### src/rtl/pipe_hazard_ctl_if.sv
// Hazard-control bundle between the five-stage pipeline and pipe_hazard_ctl.
// The controller takes the slave view; the pipeline datapath takes the master view.
interface pipe_hazard_ctl_if;
    logic [4:0] id_rs;
    logic [4:0] id_rt;
    logic       id_use_rt;
    logic       ex_memread;
    logic [4:0] ex_rt;
    logic       md_start;
    logic       mem_branch_taken;
    logic       pc_hold;
    logic       ifid_hold;
    logic       ifid_zero;
    logic       idex_hold;
    logic       idex_zero;
    logic       exmem_zero;
    logic       md_busy;
    logic       md_done;

    modport master (
        output id_rs, id_rt, id_use_rt, ex_memread, ex_rt, md_start, mem_branch_taken,
        input  pc_hold, ifid_hold, ifid_zero, idex_hold, idex_zero, exmem_zero,
               md_busy, md_done
    );

    modport slave (
        input  id_rs, id_rt, id_use_rt, ex_memread, ex_rt, md_start, mem_branch_taken,
        output pc_hold, ifid_hold, ifid_zero, idex_hold, idex_zero, exmem_zero,
               md_busy, md_done
    );
endinterface

### src/rtl/pipe_hazard_ctl.sv
// Stall/flush controller: branch flush, multi-cycle mult/div freeze and load-use bubble.
// Outputs are combinational from {state, count, inputs}; only the mult/div sequencer is registered.
module pipe_hazard_ctl #(
    parameter int MD_CYCLES = 32,
    parameter int CW        = 6
) (
    input  logic             clk,
    input  logic             rst,
    pipe_hazard_ctl_if.slave hz
);
    typedef enum logic {S_RUN, S_BUSY} state_t;

    localparam logic [CW-1:0] LP_CNT_INIT = CW'(MD_CYCLES - 2);

    state_t        r_state;
    logic [CW-1:0] r_cnt;

    logic w_load_use;
    logic w_pc_hold, w_ifid_hold, w_ifid_zero, w_idex_hold, w_idex_zero, w_exmem_zero;
    logic w_md_busy, w_md_done;

    // Register $0 is hard-wired, so a load into it never blocks a consumer.
    assign w_load_use = hz.ex_memread && (hz.ex_rt != 5'd0) &&
                        ((hz.ex_rt == hz.id_rs) || (hz.id_use_rt && (hz.ex_rt == hz.id_rt)));

    always_comb begin
        w_pc_hold    = 1'b0;
        w_ifid_hold  = 1'b0;
        w_ifid_zero  = 1'b0;
        w_idex_hold  = 1'b0;
        w_idex_zero  = 1'b0;
        w_exmem_zero = 1'b0;
        w_md_busy    = (r_state == S_BUSY) && !rst;
        w_md_done    = 1'b0;
        if (rst || hz.mem_branch_taken) begin
            w_ifid_zero  = 1'b1;
            w_idex_zero  = 1'b1;
            w_exmem_zero = 1'b1;
        end else if (r_state == S_BUSY) begin
            if (r_cnt != '0) begin
                w_pc_hold    = 1'b1;
                w_ifid_hold  = 1'b1;
                w_idex_hold  = 1'b1;
                w_exmem_zero = 1'b1;
            end else begin
                w_md_done = 1'b1;
            end
        end else if (hz.md_start) begin
            w_pc_hold    = 1'b1;
            w_ifid_hold  = 1'b1;
            w_idex_hold  = 1'b1;
            w_exmem_zero = 1'b1;
        end else if (w_load_use) begin
            w_pc_hold   = 1'b1;
            w_ifid_hold = 1'b1;
            w_idex_zero = 1'b1;
        end
    end

    // A taken branch squashes the younger mult/div op exactly like reset does.
    always_ff @(posedge clk) begin
        if (rst || hz.mem_branch_taken) begin
            r_state <= S_RUN;
            r_cnt   <= '0;
        end else if (r_state == S_BUSY) begin
            if (r_cnt != '0) begin
                r_cnt <= r_cnt - CW'(1);
            end else begin
                r_state <= S_RUN;
            end
        end else if (hz.md_start) begin
            r_state <= S_BUSY;
            r_cnt   <= LP_CNT_INIT;
        end
    end

    assign hz.pc_hold    = w_pc_hold;
    assign hz.ifid_hold  = w_ifid_hold;
    assign hz.ifid_zero  = w_ifid_zero;
    assign hz.idex_hold  = w_idex_hold;
    assign hz.idex_zero  = w_idex_zero;
    assign hz.exmem_zero = w_exmem_zero;
    assign hz.md_busy    = w_md_busy;
    assign hz.md_done    = w_md_done;
endmodule

### src/flat_wrapper.sv
// flat-port wrapper written by rule: the top's interface ports become plain ports
module pipe_hazard_ctl_flat 
#(
    parameter int MD_CYCLES = 32,
    parameter int CW        = 6
)
  (clk, rst, hz_id_rs, hz_id_rt, hz_id_use_rt, hz_ex_memread, hz_ex_rt, hz_md_start, hz_mem_branch_taken, hz_pc_hold, hz_ifid_hold, hz_ifid_zero, hz_idex_hold, hz_idex_zero, hz_exmem_zero, hz_md_busy, hz_md_done);
  pipe_hazard_ctl_if hz_i ();
  input  logic clk;
  input  logic rst;
  input wire logic [$bits(hz_i.id_rs)-1:0] hz_id_rs;
  input wire logic [$bits(hz_i.id_rt)-1:0] hz_id_rt;
  input wire logic [$bits(hz_i.id_use_rt)-1:0] hz_id_use_rt;
  input wire logic [$bits(hz_i.ex_memread)-1:0] hz_ex_memread;
  input wire logic [$bits(hz_i.ex_rt)-1:0] hz_ex_rt;
  input wire logic [$bits(hz_i.md_start)-1:0] hz_md_start;
  input wire logic [$bits(hz_i.mem_branch_taken)-1:0] hz_mem_branch_taken;
  output wire logic [$bits(hz_i.pc_hold)-1:0] hz_pc_hold;
  output wire logic [$bits(hz_i.ifid_hold)-1:0] hz_ifid_hold;
  output wire logic [$bits(hz_i.ifid_zero)-1:0] hz_ifid_zero;
  output wire logic [$bits(hz_i.idex_hold)-1:0] hz_idex_hold;
  output wire logic [$bits(hz_i.idex_zero)-1:0] hz_idex_zero;
  output wire logic [$bits(hz_i.exmem_zero)-1:0] hz_exmem_zero;
  output wire logic [$bits(hz_i.md_busy)-1:0] hz_md_busy;
  output wire logic [$bits(hz_i.md_done)-1:0] hz_md_done;
  assign hz_i.id_rs = hz_id_rs;
  assign hz_i.id_rt = hz_id_rt;
  assign hz_i.id_use_rt = hz_id_use_rt;
  assign hz_i.ex_memread = hz_ex_memread;
  assign hz_i.ex_rt = hz_ex_rt;
  assign hz_i.md_start = hz_md_start;
  assign hz_i.mem_branch_taken = hz_mem_branch_taken;
  assign hz_pc_hold = hz_i.pc_hold;
  assign hz_ifid_hold = hz_i.ifid_hold;
  assign hz_ifid_zero = hz_i.ifid_zero;
  assign hz_idex_hold = hz_i.idex_hold;
  assign hz_idex_zero = hz_i.idex_zero;
  assign hz_exmem_zero = hz_i.exmem_zero;
  assign hz_md_busy = hz_i.md_busy;
  assign hz_md_done = hz_i.md_done;
  pipe_hazard_ctl #(.MD_CYCLES(MD_CYCLES), .CW(CW)) u_core (.clk(clk), .rst(rst), .hz(hz_i));
endmodule
### config.mk
export PLATFORM = sky130hd
export DESIGN_NAME = pipe_hazard_ctl_flat
export DESIGN_NICKNAME = d
export VERILOG_FILES = /design/src/rtl/pipe_hazard_ctl_if.sv /design/src/rtl/pipe_hazard_ctl.sv /design/src/flat_wrapper.sv
export SDC_FILE = /design/constraint.sdc
export NUM_CORES = 1
export LEC_CHECK = 0
export BUFFER_PORTS_ARGS = -buffer_cell sky130_fd_sc_hd__clkbuf_2
export CELL_PAD_IN_SITES_DETAIL_PLACEMENT = 0
export CELL_PAD_IN_SITES_GLOBAL_PLACEMENT = 1
export CORE_UTILIZATION = 30
export CTS_CLUSTER_DIAMETER = 60
export CTS_CLUSTER_SIZE = 16
export DETAILED_ROUTE_END_ITERATION = 10
export GPL_ROUTABILITY_DRIVEN = 0
export GPL_TIMING_DRIVEN = 1
export PLACE_DENSITY = 0.72
export SYNTH_ARGS = -nofsm -noshare
export SYNTH_HDL_FRONTEND = slang
export SYNTH_SLANG_ARGS = --single-unit
### constraint.sdc
create_clock -name clk -period 1.8 [get_ports clk]
set_clock_uncertainty 0.1 [all_clocks]
set_input_delay 0.09 -clock clk [delete_from_list [all_inputs] [get_ports clk]]
set_output_delay 0.09 -clock clk [all_outputs]
set_load 0.1 [all_outputs]
==> results.sh <==
export IMPL_ctsHoldBuffers=0
export IMPL_setup_slack_ns=0.0384
export IMPL_grt_antenna_before_repair=0
export IMPL_relSlewSlack=0.641
export IMPL_pwr_share_clk=0.263
export IMPL_synthesis_nets=95
export IMPL_crit_required_ns=1.61
export IMPL_first_global_vias=582
export IMPL_layout_drive_gt1_share=0.532
export IMPL_setup_violations=0
export IMPL_synth_avg_cell_area_um2=8.17
export IMPL_p_int_uw=341
export IMPL_maxCapViolCount=0
export IMPL_cp_start_kind="flop"
export IMPL_overflow=0
export IMPL_dpl_hpwl_um=1210
export IMPL_arrival_ns=1.57
export IMPL_period_needed_ns=1.76
export IMPL_irDropWorstVdd_mv=0.346
export IMPL_clock_sinks=7
export IMPL_ys_seq_elements=7
export IMPL_sw_frac_of_total=0.381
export IMPL_synth_ff_type="dfxtp_1"
export IMPL_grt_max_degree=9
export IMPL_pin_count=29
export IMPL_ys_async_sr_fraction=0
export IMPL_syn_area_um2=588
export IMPL_fmax_mhz=568
export IMPL_grt_usage=0.159
export IMPL_first_pass_iters=4
export IMPL_die_h_um=46.3
export IMPL_path_cells="nor3_4, nand3_4, and3_4, o21bai_4, buf_12"
export IMPL_cpMaxStageDelayCell="dfxtp_4"
export IMPL_crit_fanout=5
export IMPL_die_area_um2=2140
export IMPL_status="finished clean"
export IMPL_pwr_share_seq=0.311
export IMPL_p_sw_uw=210
export IMPL_vias=671
export IMPL_ant_nets=0
export IMPL_insertion_delay_ns=0.26
export IMPL_drt_wl_total_um=1550
export IMPL_pre_cts_ws_ns=0.157
export IMPL_yosys_area_top_type="dfxtp_1"
export IMPL_clockRootBuffer="clkbuf_4"
export IMPL_wl_per_cell_um=11.5
export IMPL_worstSetupEndpointType="output pin"
export IMPL_row_count=15
export IMPL_slowest_delay_ns=0.35
export IMPL_synth_common_cells="xor2_1, a21oi_1, dfxtp_1"
export IMPL_path_class="flop to output pin"
export IMPL_grt_pass1_wl_um=2410
export IMPL_via_per_inst=5.01
export IMPL_start_util=0.330
export IMPL_worst_slew_pin_slew_ns=0.541
export IMPL_leakagePower_uw=0.000406
export IMPL_drcViolationCount=0
export IMPL_post_route_period_util=0.979
export IMPL_tritoncts="done"
export IMPL_io_buffers=28
export IMPL_seq_area_frac_synth=0.238
export IMPL_ys_warn_count=0
export IMPL_yosysMostFrequentCell="xor2_1"
export IMPL_powerDensity_nw_per_um2=558
export IMPL_rsz0062_at_grt="true"
export IMPL_yosysUniqueCellTypes=37
export IMPL_htreeDepth=1
export IMPL_drt_initial_drc_count=12
export IMPL_p_comb_frac=0.426
export IMPL_die_x_um=46.3
export IMPL_syn_inst=72
export IMPL_yosysTopAreaCellShare=0.238
export IMPL_diodes=0
export IMPL_clkTransAtPathRegs_ns=0.06
export IMPL_slew_viol_final=0
export IMPL_cts_buffers=3
export IMPL_area_growth_syn_to_layout_pct=68.1
export IMPL_synth_edff_count=0
export IMPL_fin_nets=133
export IMPL_cts_buffer_depth=2
export IMPL_reg2reg_slack_ns=0.33
export IMPL_synthTopCellsByArea="dfxtp_1, xor2_1, a21oi_1, ha_1, nor2_1"
export IMPL_hold_viol_final=0
export IMPL_tns_ns=0
export IMPL_coreArea_um2=1780
export IMPL_hp_class="input pin to flop"
kinds of logic after synthesis:
family | Yosys count | synth area share
AO/OA/AOI/OAI | 20 | 0.245
AND/OR/NAND/NOR | 26 | 0.262
flip-flops | 7 | 0.238
XOR/XNOR | 10 | 0.149
buffers and inverters | 7 | 0.0638
adder cells (fa/ha/maj) | 2 | 0.0425
per-stage QoR:
stage,hold slack [ns],utilization,std cells,cell area (µm²),power [µW]
final,0.0651,0.554,134,988,552
after floorplan,0.223,-,72,618,314
after CTS,0.0700,0.536,130,956,550
after global routing,0.0911,0.554,134,988,581
after global placement,0.350,0.493,125,880,388
after detailed placement,0.347,0.493,125,880,389
worst paths after layout:
path / startpoint / endpoint / depth (start not counted)
worst max-delay path: u_core.r_cnt[3]$_SDFFE_PN0P_ / hz_ifid_hold / 5
worst min register to register: u_core.r_cnt[4]$_SDFFE_PN0P_ / u_core.r_cnt[4]$_SDFFE_PN0P_ / 1
worst max register to register: u_core.r_cnt[3]$_SDFFE_PN0P_ / u_core.r_cnt[4]$_SDFFE_PN0P_ / 6
worst min-delay path: hz_mem_branch_taken / u_core.r_cnt[3]$_SDFFE_PN0P_ / 4
cell usage in the layout (no fill, tap or decap), types with 2 or more instances in the layout:
cell / n
clkinv_2: 2
dfxtp_1: 4
nand2_1: 2
a21oi_1: 7
dfxtp_2: 2
xor2_1: 9
inv_1: 2
clkbuf_2: 22
a21o_1: 2
buf_4: 8
nor2b_2: 2
clkbuf_4: 3
buf_12: 6
nor3_1: 3
nor2_1: 5
power groups by stage:
stage / sequential [µW] / clock [µW] / combinational (µW)
floorplan: 172 / 0 / 142
global placement: 174 / 0 / 214
detailed placement: 174 / 0 / 216
CTS: 173 / 149 / 228
global route: 173 / 158 / 251
finish: 172 / 145 / 235
state kept, by name, summed over array words and instances (netlist names):
name            flops
u_core.r_cnt        6
u_core.r_state      1
area by class of cell:
cell class	instances	area, µm²
fill	159	795
timing repair buffer	36	290
clock buffer	3	22.5
tap	25	31.3
inverter	4	16.3
clock inverter	1	5.00
multi-input combinational	58	477
sequential	7	146
critical path, delay by kind of cell, from the launching register on:
kind | cells | cell delay, ns
AO/OA/AOI/OAI | 1 | 0.19
buffers and inverters | 1 | 0.19
flip-flops | 1 | 0.35
AND/OR/NAND/NOR | 3 | 0.59
metal layers:
| metal | vias up | track usage | part of all wire |
|---|---|---|---|
| li1 | 336 | - | - |
| met1 | 315 | 0.204 | 0.45 |
| met2 | 18 | 0.259 | 0.51 |
| met3 | 2 | 0.0118 | 0.032 |
| met4 | 0 | 0.0882 | 0.0091 |
| met5 | - | 0 | 0 |
repair_timing:
item | 4_1_cts | 5_1_grt
resized for setup | 11 | 1
endpoints found under the setup margin | 3 | 3
buffers inserted | 1 | 4
pin swaps | 4 | 4
cloned | 0 | 0
(Power assumes the default switching activity.)
